--- src/rtl/demux_8_32_ctrl_if.sv ---
// Byte-stream side of the 8->32 demux sequencer: the incoming byte qualifiers and
// the lane-select / word-status outputs that steer the datapath demux.
interface demux_8_32_ctrl_if #(
  parameter int CNT_W = 16
);
  logic             valid_in;
  logic [7:0]       data_in;
  logic             align_en;
  logic             byte_we;
  logic [1:0]       byte_sel;
  logic             word_commit;
  logic             err_partial;
  logic             aligned;
  logic [CNT_W-1:0] word_cnt;

  // The byte source / datapath side.
  modport master (
    output valid_in, data_in, align_en,
    input  byte_we, byte_sel, word_commit, err_partial, aligned, word_cnt
  );

  // The sequencer itself.
  modport slave (
    input  valid_in, data_in, align_en,
    output byte_we, byte_sel, word_commit, err_partial, aligned, word_cnt
  );
endinterface

--- src/rtl/demux_8_32_ctrl.sv ---
// Byte-phase sequencer for the 8->32 receive demux (clk_4f domain): packs four bytes
// per word MSB-first, optionally locks word boundaries to COM, flags and counts words.
module demux_8_32_ctrl #(
  parameter logic [7:0] COM   = 8'hBC,
  parameter int         CNT_W = 16
) (
  input  logic                clk_4f,
  input  logic                reset_L,
  demux_8_32_ctrl_if.slave    bus
);

  typedef enum logic [1:0] {
    IDLE    = 2'd0,
    HUNT    = 2'd1,
    COLLECT = 2'd2
  } state_t;

  state_t           state;
  logic [1:0]       idx;
  logic             align_mode;
  logic             word_commit_q;
  logic             err_partial_q;
  logic             aligned_q;
  logic [CNT_W-1:0] word_cnt_q;

  logic             is_com;
  logic             accept;
  logic             realign;
  logic [1:0]       lane_idx;

  assign is_com = (bus.data_in == COM);

  always_comb begin
    // NOTE: every signal written here gets a default first, so no path can infer a latch.
    accept  = 1'b0;
    realign = 1'b0;
    unique case (state)
      IDLE:    accept = bus.valid_in && (!bus.align_en || is_com);
      HUNT:    accept = bus.valid_in && is_com;
      COLLECT: begin
        accept  = bus.valid_in;
        realign = bus.valid_in && align_mode && is_com && (idx != 2'd0);
      end
      default: ;
    endcase
  end

  // A realigning COM restarts the word, so it lands in the top lane even though idx != 0.
  assign lane_idx = realign ? 2'd0 : idx;

  // Reset also masks the combinational strobe so nothing is written while held in reset.
  assign bus.byte_we     = accept & reset_L;
  assign bus.byte_sel    = 2'd3 - lane_idx;
  assign bus.word_commit = word_commit_q;
  assign bus.err_partial = err_partial_q;
  assign bus.aligned     = aligned_q;
  assign bus.word_cnt    = word_cnt_q;

  always_ff @(posedge clk_4f or negedge reset_L) begin
    if (!reset_L) begin
      state         <= IDLE;
      idx           <= 2'd0;
      align_mode    <= 1'b0;
      word_commit_q <= 1'b0;
      err_partial_q <= 1'b0;
      aligned_q     <= 1'b0;
      word_cnt_q    <= '0;
    end else begin
      // NOTE: all state uses non-blocking assignments so every register sees pre-edge values.
      word_commit_q <= 1'b0;
      err_partial_q <= 1'b0;
      unique case (state)
        IDLE: begin
          if (bus.valid_in) begin
            align_mode <= bus.align_en;
            if (!bus.align_en || is_com) begin
              idx       <= 2'd1;
              state     <= COLLECT;
              aligned_q <= 1'b1;
            end else begin
              state <= HUNT;
            end
          end
        end

        HUNT: begin
          if (bus.valid_in && is_com) begin
            idx       <= 2'd1;
            state     <= COLLECT;
            aligned_q <= 1'b1;
          end
        end

        COLLECT: begin
          if (bus.valid_in) begin
            if (realign) begin
              err_partial_q <= 1'b1;
              idx           <= 2'd1;
            end else begin
              idx <= idx + 2'd1;
              if (idx == 2'd3) begin
                word_commit_q <= 1'b1;
                if (word_cnt_q != {CNT_W{1'b1}})
                  word_cnt_q <= word_cnt_q + 1'b1;
              end
            end
          end else if (idx != 2'd0) begin
            // A gap inside a word breaks it; in aligned mode the boundary must be re-found.
            err_partial_q <= 1'b1;
            idx           <= 2'd0;
            if (align_mode) begin
              state     <= HUNT;
              aligned_q <= 1'b0;
            end
          end
        end

        default: begin
          state     <= IDLE;
          idx       <= 2'd0;
          aligned_q <= 1'b0;
        end
      endcase
    end
  end

endmodule

--- src/flat_wrapper.sv ---
// flat-port wrapper written by rule: the top's interface ports become plain ports
module demux_8_32_ctrl_flat 
#(
  parameter logic [7:0] COM   = 8'hBC,
  parameter int         CNT_W = 16
)
  (clk_4f, reset_L, bus_valid_in, bus_data_in, bus_align_en, bus_byte_we, bus_byte_sel, bus_word_commit, bus_err_partial, bus_aligned, bus_word_cnt);
  demux_8_32_ctrl_if #(.CNT_W(CNT_W)) bus_i ();
  input  logic clk_4f;
  input  logic reset_L;
  input wire logic [$bits(bus_i.valid_in)-1:0] bus_valid_in;
  input wire logic [$bits(bus_i.data_in)-1:0] bus_data_in;
  input wire logic [$bits(bus_i.align_en)-1:0] bus_align_en;
  output wire logic [$bits(bus_i.byte_we)-1:0] bus_byte_we;
  output wire logic [$bits(bus_i.byte_sel)-1:0] bus_byte_sel;
  output wire logic [$bits(bus_i.word_commit)-1:0] bus_word_commit;
  output wire logic [$bits(bus_i.err_partial)-1:0] bus_err_partial;
  output wire logic [$bits(bus_i.aligned)-1:0] bus_aligned;
  output wire logic [$bits(bus_i.word_cnt)-1:0] bus_word_cnt;
  assign bus_i.valid_in = bus_valid_in;
  assign bus_i.data_in = bus_data_in;
  assign bus_i.align_en = bus_align_en;
  assign bus_byte_we = bus_i.byte_we;
  assign bus_byte_sel = bus_i.byte_sel;
  assign bus_word_commit = bus_i.word_commit;
  assign bus_err_partial = bus_i.err_partial;
  assign bus_aligned = bus_i.aligned;
  assign bus_word_cnt = bus_i.word_cnt;
  demux_8_32_ctrl #(.COM(COM), .CNT_W(CNT_W)) u_core (.clk_4f(clk_4f), .reset_L(reset_L), .bus(bus_i));
endmodule
--- config.mk ---
export PLATFORM = sky130hd
export DESIGN_NAME = demux_8_32_ctrl_flat
export DESIGN_NICKNAME = d
export VERILOG_FILES = /design/src/rtl/demux_8_32_ctrl_if.sv /design/src/rtl/demux_8_32_ctrl.sv /design/src/flat_wrapper.sv
export SDC_FILE = /design/constraint.sdc
export NUM_CORES = 1
export LEC_CHECK = 0
export ABC_AREA = 1
export CAP_MARGIN = 40
export CORE_ASPECT_RATIO = 1.25
export CORE_MARGIN = 4
export CORE_UTILIZATION = 55
export DETAILED_ROUTE_END_ITERATION = 7
export PLACE_DENSITY_LB_ADDON = 0.12
export SLEW_MARGIN = 5
export SYNTH_ARGS = -nofsm -noshare
export SYNTH_HDL_FRONTEND = slang
export SYNTH_SLANG_ARGS = --single-unit
--- constraint.sdc ---
create_clock -name clk_4f -period 4.25 [get_ports clk_4f]
set_input_delay 0.425 -clock clk_4f [delete_from_list [all_inputs] [get_ports clk_4f]]
set_output_delay 0.425 -clock clk_4f [all_outputs]
set_load 0.01 [all_outputs]
Yosys cells after proc, flatten, opt, wreduce, memory -nomap -nowiden
Cells that the tools add are included.
{ "totals": {"register_bits": 24, "out_inout_bits": 22} }
{ "op_classes": {"bitwise": 2, "addsub": 3, "mux": 32, "reduce_logical": 14, "eq_ne": 12} }
{ "op_table": {"columns": ["cell", "count"], "rows": [
  ["2-to-1 mux 2 bit", 13],
  ["adder 16 x 1 -> 16 bit, second input constant", 1],
  ["!= test 16 bit, second input constant", 1],
  ["2-to-1 mux 1 bit", 15],
  ["case mux 2 bit (3 select lines)", 2],
  ["AND reduction 5 bit", 2],
  ["equality test 8 bit, second input constant", 1],
  ["!= test 2 x 1 -> 1 bit, second input constant", 4],
  ["case mux 1 bit (3 select lines)", 2],
  ["AND reduction 6 bit", 1],
  ["logical AND 1 bit", 5],
  ["equality test 2 bit, second input constant", 2],
  ["!= test 2 bit, second input constant", 2],
  ["AND reduction 4 bit", 1],
  ["!= test 3 x 2 -> 1 bit, second input constant", 1],
  ["adder 2 x 1 -> 2 bit, second input constant", 1],
  ["equality test 2 x 1 -> 1 bit, second input constant", 1],
  ["logical NOT 2 bit", 1],
  ["AND reduction 2 bit", 1],
  ["nonzero test 2 bit", 1],
  ["subtractor 2 bit, first input constant", 1],
  ["bitwise AND 1 bit", 1],
  ["logical NOT 1 bit", 1],
  ["logical OR 1 bit", 1],
  ["NOT 1 bit", 1]
]} }

Depth between registers and ports, before layout
Gate-level depths: netlist of the first run.
{ "depth": {"depth_word": 7, "depth_mapped": 12, "depth_no_buf": 11} }

Worst setup path before layout of the first run
OpenSTA, ideal clock, no wires.
{ "synth_timing": {"kind": "register to output", "startpoint": "register u_core.idx[0]", "endpoint": "output port bus_byte_sel[0]", "stages_incl_launch_ff": 8, "arrival_ps": 1118, "setup_slack_ps": 2707, "path_buffers": 0, "cell_sequence": "dfrtp_1 inv_1 ha_1 inv_1 nand2_1 nor2_4 nand3_1 nand2_1"} }
{ "synth_via": {"elab_chain_len": 5} }
{ "synth_lines": {"columns": ["element", "line", "text"], "rows": [
  ["from (decl)", "demux_8_32_ctrl.sv:19", "logic [1:0] idx;"],
  ["from (signal assigned)", "demux_8_32_ctrl.sv:100", "idx <= idx + 2'd1;"],
  ["nonzero test 2 bit", "demux_8_32_ctrl.sv:42", "realign = bus.valid_in && align_mode && is_com && (idx != 2'd0);"],
  ["logical AND 1 bit", "demux_8_32_ctrl.sv:42", null],
  ["2-to-1 mux 1 bit", "demux_8_32_ctrl.sv:37", "unique case (state)"],
  ["2-to-1 mux 2 bit *", "demux_8_32_ctrl.sv:49", "assign lane_idx = realign ? 2'd0 : idx;"],
  ["subtractor 2 bit *", "demux_8_32_ctrl.sv:53", "assign bus.byte_sel = 2'd3 - lane_idx;"],
  ["to (decl)", "flat_wrapper.sv:15", "output wire logic [$bits(bus_i.byte_sel)-1:0] bus_byte_sel;"]
]} }
Mark *: on every way between the ends. The rest lies on a longest branch, timed or not.

Worst setup path after layout of the first run
Ends and elaborated chain as after synthesis.

==> results of run 1 <==
## metrics by stage
step	total power [mW]	instances
CTS	0.589	289
finish	0.581	289
floorplan	0.382	220
detailed placement	0.466	285
global placement	0.460	285
global route	0.620	289
## layout make-up
type,count,area [um2]
Clock buffer,4,36.3
Fill cell,236,759
Tap cell,34,42.5
Inverter,24,91.3
Sequential cell,24,601
Multi-Input combinational cell,169,891
Timing Repair Buffer,34,338
## worst reg2reg max path: stages (launching register included)
cell and delay (ns):
dfrtp_1 0.48, ha_1 0.24, nand3_2 0.13, inv_2 0.10, nand2_2 0.08, nor2_4 0.13, nand2_4 0.14, nand2_4 0.25
nand2_1 0.08, nand2_1 0.07
## state kept, by name, indices dropped and copies added, names as in the netlist
signal and cells:
u_core.idx 2, u_core.bus.word_commit 1, u_core.bus.aligned 1, u_core.align_mode 1, u_core.bus.err_partial 1, u_core.state 2
u_core.bus.word_cnt 16
## cells in the final DEF, fill, tap and decap left out
cell             synthesis  routed
nand2_1                 79      79
clkdlybuf4s50_1          0      33
nand3_1                 26      26
dfrtp_1                 24      24
inv_1                   20      20
nor2_1                  18      18
nand2_2                  7       7
nand4_1                  5       5
xnor2_1                  5       5
o21ai_0                  4       4
nor2_4                   4       4
inv_2                    3       3
nand2_4                  3       3
xor2_1                   3       3
ha_1                     3       3
clkbuf_4                 0       3
o21a_1                   2       2
nand3_2                  2       2
a21oi_1                  1       1
nand3_4                  1       1
o31ai_1                  1       1
clkinv_2                 1       1
nor2_8                   1       1
nor2_2                   1       1
o211ai_1                 1       1
nor3_1                   1       1
mux2_2                   1       1
clkbuf_8                 0       1
buf_4                    1       1
## power groups by stage
| stage | combinational [mW] | sequential [mW] | clock, mW |
|---|---|---|---|
| final | 0.177 | 0.281 | 0.122 |
| after global routing | 0.199 | 0.286 | 0.134 |
| after CTS | 0.181 | 0.282 | 0.126 |
| after detailed placement | 0.180 | 0.286 | 0 |
| after global placement | 0.176 | 0.284 | 0 |
| after floorplan | 0.0939 | 0.288 | 0 |
## cells by family (layout without fill, tap and decap cells)
logic type	after synthesis	in the layout	synth area share (%)
flip-flops	24	24	37.2
AO/OA/AOI/OAI	9	9	3.41
buffers and inverters	27	62	7.67
multiplexers	1	1	0.697
adder cells (fa/ha/maj)	3	3	2.32
AND/OR/NAND/NOR	148	148	44.4
XOR/XNOR	8	8	4.34
## routing by layer
| metal | part of all wire, % | GRT usage (%) | wire length [um] |
|---|---|---|---|
| met1 | 41 | 21.9 | 1440 |
| met2 | 53 | 40.0 | 1870 |
| met3 | 3.3 | 1.86 | 115 |
| met4 | 2.6 | 9.50 | 91 |
| met5 | 0 | 0 | 0 |
## final timing paths
| check | start | end |
|---|---|---|
| max in group asynchronous | reset_L | u_core.bus.word_cnt[1] |
| setup / recovery | u_core.idx[0] | bus_byte_sel[0] |
| hold reg to reg | u_core.align_mode | u_core.align_mode |
| setup reg to reg | u_core.bus.word_cnt[0] | u_core.bus.word_cnt[10] |
| hold / removal | reset_L | u_core.bus.word_cnt[7] |
| min in group clk_4f | u_core.align_mode | u_core.align_mode |
==> metrics.md, run 1 <==
| Metric | Value |
|---|---|
| Slew @ Worst Pin | `0.322 ns` |
| Minimum clock period | `2.55 ns` |
| DRT antenna net count | `0` |
| Antenna cells | `0` |
| Peak Freq | `392 MHz` |
| Slew headroom | `78.5%` |
| Clock power share | `21.0%` |
| Vias in the first global route | `1,452` |
| Reg power frac | `48.4%` |
| DR vias | `1,465` |
| Outcome | `completed` |
| Synth area leaders | `dfrtp_1, nand2_1, nand3_1, inv_1, nor2_1` |
| GP Congestion | `0.819` |
| Data required, critical path | `3.83 ns` |
| Clock transition at path regs | `0.13 ns` |
| Critical path cell sequence | `inv_1, ha_1, inv_1, nand2_1, nor2_4, nand3_1, nand2_1, clkdlybuf4s50_1` |
| Synth async-reset ratio | `100%` |
| RSZ-0062 raised after global routing | `false` |
| Count leader, synth | `nand2_1` |
| Synth Register Bits | `24` |
| Area leader, netlist | `dfrtp_1` |
| Design area | `0.00200 mm2` |
| Slowest stage delay, CP | `0.54 ns` |
| Synth Flop Type | `dfrtp_1` |
| Crit path arrival time | `2.12 ns` |
| H-tree depth | `1` |
| Setup tns final | `0 ns` |
| Core Area | `0.00276 mm2` |
| Power share of the combinational group | `30.5%` |
| IO Pins | `34` |
| Initial Utilization | `58.5%` |
| Internal Power | `393 uW` |
| Register area share after synthesis | `37.2%` |
| Pwr per Cell Area | `290 mW/mm2` |
| Post-Syn Instances | `220` |
| Largest net degree at the start of global routing | `26` |
| Synth cell types | `28` |
| Total die area | `0.00387 mm2` |
| Pre-CTS WS | `1.72 ns` |
| Worst-skew pair later-pin latency | `0.32 ns` |
| Post-cts resize count | `0` |
| Yosys warns | `0` |
| DIE WIDTH | `56.5 um` |
| 1st-pass router iterations | `4` |
| Final #Nets | `271` |
| Crit Path Max Fanout | `4` |
| Number of enable flip-flop cells after synthesis | `0` |
| Final Util | `72.5%` |
| Reg2Reg Depth | `9` |
| Startpoint Class | `flop` |
| Share of layout cells above drive strength 1 | `11.4%` |
| Synth cell count leaders | `nand2_1, nand3_1, dfrtp_1` |
| Slowest cell on crit path | `clkdlybuf4s50_1` |
| Hold WC Path Type | `primary input to asynchronous set/reset pin` |
| Final-report max-slew violation count | `0` |
| Mapped cell area | `0.00162 mm2` |
| Final setup violation count | `0` |
| Min setup slack post-route | `1.70 ns` |
| Synth Area per Inst | `7.34 um2` |
| Static Leak | `0.971 nW` |
| Flop2flop setup slack | `2.50 ns` |
| Vias/cell | `5.07` |
| WP buf/inv | `3` |
| GRT Total Usage | `20.3%` |
| Total CTS buffers | `3` |
| Hold buffer count at CTS | `0` |
| Critical path type | `flop to output pin` |
| Sw frac | `32.2%` |
| Remaining DRCs | `0` |
| Clk sinks | `24` |
| Number of core rows | `21` |
| Max-Cap Viols | `0` |
| First-pass GRT wire length | `6140 um` |
| Clock root buffer | `clkbuf_4` |
| Max VDD drop | `0.000264 V` |
| Final wirelength | `3510 um` |
| Syn_nets | `235` |
| Area share of the largest cell type after synthesis | `37.2%` |
| Die Ht | `68.6 um` |
| Clock Skew | `0.00835 ns` |
| CTS tree | `built` |
| WL/cell | `12.2 um` |
| Initial antenna violation count | `0` |
| DP Area | `0.00196 mm2` |
| Fin crit share | `60.0%` |
| Initial drt markers | `30` |
| Final hold slack | `0.438 ns` |
| Total global routing overflow | `0` |
| Post-CTS setup buffer count | `0` |
| Endpoints failing hold | `0` |
| CP Depth | `8` |
| Synth-to-Final Area Change | `23.8%` |
| DP HPWL | `2660 um` |
| CP top delay family | `buffers and inverters` |
| Setup crit end kind | `output pin` |
| CTS Buffer Depth | `2` |
| Sw Pwr | `187 uW` |
| Port Buffers | `33` |
Note: power is estimated with default switching activity, not from simulation.
==> run 2, diff against run 1 <==
- CORE_UTILIZATION: 55 -> 46
- clock period: 4.25 -> 2.1 ns (I/O delays scaled with it)
==> run 2 against run 1 <==
Against the previous run:
- global-route usage is 1.6 points lower
- design area is 3.5% higher
- sequential cell count stayed put
- sequential power is 100% higher
- die area is 17% higher
- via count is 1.2% higher
- total power is 110% higher
- highest routed layer unchanged
==> metrics.md, run 2 (synthesis gave the netlist of run 1 again) <==
| Metric | Value |
|---|---|
| Slowest cell on crit path | `dfrtp_1 (was clkdlybuf4s50_1)` |
| Crit path arrival time | `1.66 ns (was 2.12 ns)` |
| GRT Total Usage | `18.7% (was 20.3%)` |
| Min setup slack post-route | `0.229 ns (was 1.70 ns)` |
| Die Ht | `74.3 um (was 68.6 um)` |
| Core Area | `0.00328 mm2 (was 0.00276 mm2)` |
| Clk sinks | `24 (unchanged)` |
| Clock root buffer | `clkbuf_8 (was clkbuf_4)` |
| CTS Buffer Depth | `2 (unchanged)` |
| Power share of the combinational group | `31.3% (was 30.5%)` |
| IO Pins | `34 (unchanged)` |
| Max FFs per register | `16 (unchanged)` |
| Worst-skew pair later-pin latency | `0.27 ns (was 0.32 ns)` |
| Outcome | `completed (unchanged)` |
| Largest net degree at the start of global routing | `25 (was 26)` |
| DR vias | `1,482 (was 1,465)` |
| Fin crit share | `89.1%` |
| Clock transition at path regs | `0.08 ns (was 0.13 ns)` |
| Number of core rows | `23 (was 21)` |
| Final Util | `63.1% (was 72.5%)` |
| Met1 usage | `23.1% (was 21.9%)` |
| Initial Utilization | `49.2% (was 58.5%)` |
| Share of layout cells above drive strength 1 | `14.7% (was 11.4%)` |
| Final #Nets | `276 (was 271)` |
| Clock Skew | `0.00356 ns (was 0.00835 ns)` |
| Pre-CTS WS | `0.0420 ns (was 1.72 ns)` |
| Static Leak | `1.01 nW (was 0.971 nW)` |
| Hold buffer count at CTS | `0 (unchanged)` |
| WL/cell | `12.4 um (was 12.2 um)` |
| Endpoints failing hold | `0 (unchanged)` |
| Vias in the first global route | `1,490 (was 1,452)` |
| Startpoint Class | `flop (unchanged)` |
| Reg power frac | `46.1% (was 48.4%)` |
| Internal Power | `828 uW (was 393 uW)` |
| Minimum clock period | `1.87 ns` |
| Pwr per Cell Area | `589 mW/mm2 (was 290 mW/mm2)` |
| DP HPWL | `2760 um (was 2660 um)` |
| 1st-pass router iterations | `4 (unchanged)` |
| Hold WC Path Type | `primary input to asynchronous set/reset pin (unchanged)` |
| DRT antenna net count | `0 (unchanged)` |
| CP top delay family | `simple AND/OR/NAND/NOR gates (was buffers and inverters)` |
| Sw Pwr | `391 uW (was 187 uW)` |
| H-tree depth | `1 (unchanged)` |
| Port Buffers | `33 (unchanged)` |
| Most common cell after layout, fill and taps aside | `nand2_1 (unchanged)` |
| GRT busiest layer | `met2 (unchanged)` |
| Peak Freq | `534 MHz` |
| Slew headroom | `79.1% (was 78.5%)` |
| Final wirelength | `3680 um (was 3510 um)` |
| Initial drt markers | `47 (was 30)` |
| Total global routing overflow | `0 (unchanged)` |
| CTS tree | `built (unchanged)` |
| Crit Path Max Fanout | `4 (unchanged)` |
| Max-Cap Viols | `0 (unchanged)` |
| RSZ-0062 raised after global routing | `false (unchanged)` |
| Clock power share | `22.6% (was 21.0%)` |
| Total die area | `0.00453 mm2 (was 0.00387 mm2)` |
| Final-report max-slew violation count | `0 (unchanged)` |
| Data required, critical path | `1.89 ns (was 3.83 ns)` |
| Antenna cells | `0 (unchanged)` |
| DIE WIDTH | `61 um (was 56.5 um)` |
| Final setup violation count | `0 (unchanged)` |
| Most frequent cells in the layout | `nand2_1, clkdlybuf4s50_1, nand3_1 (unchanged)` |
| WP buf/inv | `3 (unchanged)` |
| Critical path cell sequence | `inv_1, ha_1, inv_1, nand2_1, nor2_4, nand3_2, nand2_1, dlygate4sd2_1 (was inv_1, ha_1, inv_1, nand2_1, nor2_4, nand3_1, nand2_1, clkdlybuf4s50_1)` |
| GP Congestion | `0.875 (was 0.819)` |
| Slew @ Worst Pin | `0.314 ns (was 0.322 ns)` |
| Initial antenna violation count | `0 (unchanged)` |
| Layout fillers | `321 (was 236)` |
| Slowest stage delay, CP | `0.36 ns (was 0.54 ns)` |
| Sw frac | `32.1% (was 32.2%)` |
| Setup tns final | `0 ns (unchanged)` |
| Max VDD drop | `0.000444 V (was 0.000264 V)` |
| Synth-to-Final Area Change | `28.1% (was 23.8%)` |
| Total CTS buffers | `3 (unchanged)` |
| Setup crit end kind | `output pin (unchanged)` |
| First-pass GRT wire length | `6430 um (was 6140 um)` |
| Critical path type | `flop to output pin (unchanged)` |
| Routing usage on met2 | `32.3% (was 40.0%)` |
| Remaining DRCs | `0 (unchanged)` |
| GRT met3 Usage | `2.60% (was 1.86%)` |
| Vias/cell | `5.01 (was 5.07)` |
## run 2: layer usage
layer	vias to the layer above	routed length (um)
li1	774	-
met1	674	1610
met2	25	1880
met3	9	113
met4	0	81
met5	-	0
## run 2: power groups by stage
| stage | Clock, mW | Sequential (mW) | Combinational [mW] |
|---|---|---|---|
| floorplan | 0 | 0.583 | 0.190 |
| global placement | 0 | 0.579 | 0.357 |
| detailed placement | 0 | 0.579 | 0.363 |
| CTS | 0.289 | 0.562 | 0.386 |
| global route | 0.301 | 0.573 | 0.432 |
| finish | 0.275 | 0.562 | 0.382 |
## run 2: worst reg2reg max path, stage by stage, from the launching register on
cell and delay (ns):
dfrtp_1 0.46, ha_1 0.23, nand3_2 0.12, inv_2 0.10
nand2_2 0.08, nor2_4 0.12, nand2_4 0.14, nand2_4 0.25
nand2_1 0.08, nand2_1 0.07
## run 2: path summary, 6_finish.rpt
check / start / endpoint / slack (ns) / depth (start not counted)
hold reg to reg: u_core.bus.aligned / u_core.bus.aligned / 0.49 / 2
min in group clk_4f: u_core.bus.aligned / u_core.bus.aligned / 0.49 / 2
setup reg to reg: u_core.bus.word_cnt[0] / u_core.bus.word_cnt[13] / 0.38 / 9
max in group asynchronous: reset_L / u_core.state[1] / 1.43 / 2
hold / removal: reset_L / u_core.bus.word_cnt[10] / 0.41 / 2
setup / recovery: u_core.idx[0] / bus_byte_sel[0] / 0.23 / 8
## run 2: area by class of cell
cell class | count | area, um2 | area share [%]
Timing Repair Buffer | 39 | 375 | 18.1
Inverter | 24 | 91.3 | 4.41
Sequential cell | 24 | 602 | 29.1
Multi-Input combinational cell | 169 | 913 | 44.1
Clock buffer | 3 | 41.3 | 2.00
Tap cell | 37 | 46.3 | 2.24
## run 2: repair_timing
item,4_1_cts,5_1_grt
buffers inserted,2,0
resized for setup,4,6
setup endpoints to repair,2,1
## run 2: per-stage QoR
stage	std cells	total power, mW	hold WS [ns]	area, um2
finish	296	1.22	0.414	2070
global route	296	1.31	0.449	2070
global placement	291	0.935	0.471	1990
detailed placement	291	0.942	0.480	1990
CTS	296	1.24	0.418	2050
floorplan	220	0.774	-0.0856	1620
==> run 3, diff against run 2 <==
- CAP_MARGIN: 40 -> unset
- GPL_TIMING_DRIVEN: unset -> 0
==> run 3 against run 2 <==
Against the previous run:
- register-to-register slack hardly changed
- fmax up 0.20%
- total power rose by 0.62%
- first-iteration DRC count increased by 68%
- sequential power barely moved
- die area unchanged
==> metrics.md, run 3 (synthesis gave the netlist of run 1 again) <==
| Metric | Value |
|---|---|
| Outcome | `completed (unchanged)` |
| DIE WIDTH | `61 um (unchanged)` |
| WL/cell | `12.7 um (was 12.4 um)` |
| IO Pins | `34 (unchanged)` |
| Min setup slack post-route | `0.233 ns (was 0.229 ns)` |
| Internal Power | `836 uW (was 828 uW)` |
| Max-Cap Viols | `0 (unchanged)` |
| Synth-to-Final Area Change | `28.0% (was 28.1%)` |
| Slowest stage delay, CP | `0.36 ns (about the same)` |
| 1st-pass router iterations | `4 (unchanged)` |
| Final setup violation count | `0 (unchanged)` |
| Sw Pwr | `391 uW (about the same)` |
| DR vias | `1,532 (was 1,482)` |
| Layout fillers | `312 (was 321)` |
| Fin crit share | `88.9% (was 89.1%)` |
| Sw frac | `31.8% (was 32.1%)` |
| Pwr per Cell Area | `593 mW/mm2 (was 589 mW/mm2)` |
| Clock root buffer | `clkbuf_8 (unchanged)` |
| Peak Freq | `535 MHz (was 534 MHz)` |
| Final #Nets | `275 (was 276)` |
| First-pass GRT wire length | `6500 um (was 6430 um)` |
| Port Buffers | `33 (unchanged)` |
| Most common cell after layout, fill and taps aside | `nand2_1 (unchanged)` |
| Clock Skew | `0.00829 ns (was 0.00356 ns)` |
| Hold WC Path Type | `primary input to asynchronous set/reset pin (unchanged)` |
| Data required, critical path | `1.89 ns (about the same)` |
| Die Ht | `74.3 um (unchanged)` |
| Antenna cells | `0 (unchanged)` |
| Pre-CTS WS | `-0.398 ns (was 0.0420 ns)` |
| Final wirelength | `3730 um (was 3680 um)` |
| Power share of the combinational group | `32.1% (was 31.3%)` |
| DP HPWL | `2840 um (was 2760 um)` |
| Most frequent cells in the layout | `nand2_1, clkdlybuf4s50_1, nand3_1 (unchanged)` |
| Setup crit end kind | `output pin (unchanged)` |
| Largest net degree at the start of global routing | `26 (was 25)` |
| Remaining DRCs | `0 (unchanged)` |
| Number of core rows | `23 (unchanged)` |
| DP Area | `0.00199 mm2 (about the same)` |
| Share of layout cells above drive strength 1 | `14.7% (about the same)` |
| CTS tree | `built (unchanged)` |
| Clk sinks | `24 (unchanged)` |
| Vias in the first global route | `1,518 (was 1,490)` |
| Minimum clock period | `1.87 ns (about the same)` |
| Final hold slack | `0.0741 ns (was 0.414 ns)` |
| GRT Total Usage | `18.4% (was 18.7%)` |
| Reg power frac | `45.8% (was 46.1%)` |
| Clock transition at path regs | `0.09 ns (was 0.08 ns)` |
| Initial drt markers | `79 (was 47)` |
| RSZ-0062 raised after global routing | `false (unchanged)` |
| Final-report max-slew violation count | `0 (unchanged)` |
| Setup tns final | `0 ns (unchanged)` |
| Vias/cell | `5.19 (was 5.01)` |
| H-tree depth | `1 (unchanged)` |
| Static Leak | `1.01 nW (about the same)` |
| Total global routing overflow | `0 (unchanged)` |
| Max VDD drop | `0.000424 V (was 0.000444 V)` |
| DRT antenna net count | `0 (unchanged)` |
| Worst-skew pair later-pin latency | `0.26 ns (was 0.27 ns)` |
| Critical path type | `flop to output pin (unchanged)` |
| Core Area | `0.00328 mm2 (unchanged)` |
| Clock power share | `22.1% (was 22.6%)` |
| Slew @ Worst Pin | `0.680 ns (was 0.314 ns)` |
| Critical path cell sequence | `inv_1, ha_1, inv_1, nand2_1, nor2_4, nand3_2, nand2_1, dlygate4sd2_1 (unchanged)` |
| Design area | `0.00207 mm2 (about the same)` |
| Initial Utilization | `49.2% (unchanged)` |
| Max FFs per register | `16 (unchanged)` |
| Endpoints failing hold | `0 (unchanged)` |
| Slowest cell on crit path | `dfrtp_1 (unchanged)` |
| Slew headroom | `54.6% (was 79.1%)` |
| Initial antenna violation count | `0 (unchanged)` |
| CTS Buffer Depth | `2 (unchanged)` |
| GP Congestion | `0.868 (was 0.875)` |
| Startpoint Class | `flop (unchanged)` |
| Total CTS buffers | `3 (unchanged)` |
| Crit path arrival time | `1.66 ns (about the same)` |
| Total die area | `0.00453 mm2 (unchanged)` |
| Crit Path Max Fanout | `4 (unchanged)` |
[run 3: timing repair]
action,4_1_cts,5_1_grt
hold buffers,0,0
buffers inserted,2,0
gates resized for setup,7,6
endpoints found under the setup margin,3,1
[run 3: power by group through the flow]
stage | clock, mW | sequential (mW) | combinational [mW]
3_5_place_dp | 0 | 0.578 | 0.374
4_1_cts | 0.278 | 0.562 | 0.398
6_report | 0.271 | 0.562 | 0.394
2_1_floorplan | 0 | 0.583 | 0.190
5_1_grt | 0.298 | 0.568 | 0.447
3_3_place_gp | 0 | 0.577 | 0.368
[run 3: routing by layer]
| metal | track usage, % | wire (um) |
|---|---|---|
| met1 | 21.5 | 1530 |
| met2 | 34.2 | 2010 |
| met3 | 2.60 | 179 |
| met4 | 5.30 | 20 |
| met5 | 0 | 0 |
[run 3: layout make-up]
type | instances | area [um2] | share of cell area [%]
sequential | 24 | 602 | 29.1
clock buffer | 3 | 41.3 | 2.00
timing repair buffer | 35 | 347 | 16.8
buffer | 3 | 32.5 | 1.57
inverter | 24 | 91.3 | 4.42
multi-input combinational | 169 | 908 | 43.9
tap | 37 | 46.3 | 2.24
[run 3: per-stage QoR]
stage,utilization [%],power [mW],cells
2_1_floorplan,-,0.774,220
3_3_place_gp,60.7,0.944,290
3_5_place_dp,60.7,0.952,290
4_1_cts,62.6,1.24,295
5_1_grt,63.0,1.31,295
6_report,63.0,1.23,295
[run 3: worst max-delay path, delay by kind of cell (launching register included)]
family	cells	cell delay, ns
fa+ha+maj	1	0.21
simple gates	4	0.45
flops	1	0.36
buf+inv	3	0.38
[run 3: path summary, 6_finish.rpt]
path,end,startpoint,cells past startpoint,slack (ns)
min in group clk_4f,u_core.bus.aligned,u_core.bus.aligned,2,0.49
max in group asynchronous,u_core.state[1],reset_L,1,1.55
min reg2reg,u_core.bus.aligned,u_core.bus.aligned,2,0.49
max reg2reg,u_core.bus.word_cnt[4],u_core.bus.word_cnt[0],9,0.39
max,bus_byte_sel[0],u_core.idx[0],8,0.23
min,u_core.bus.err_partial,reset_L,1,0.07
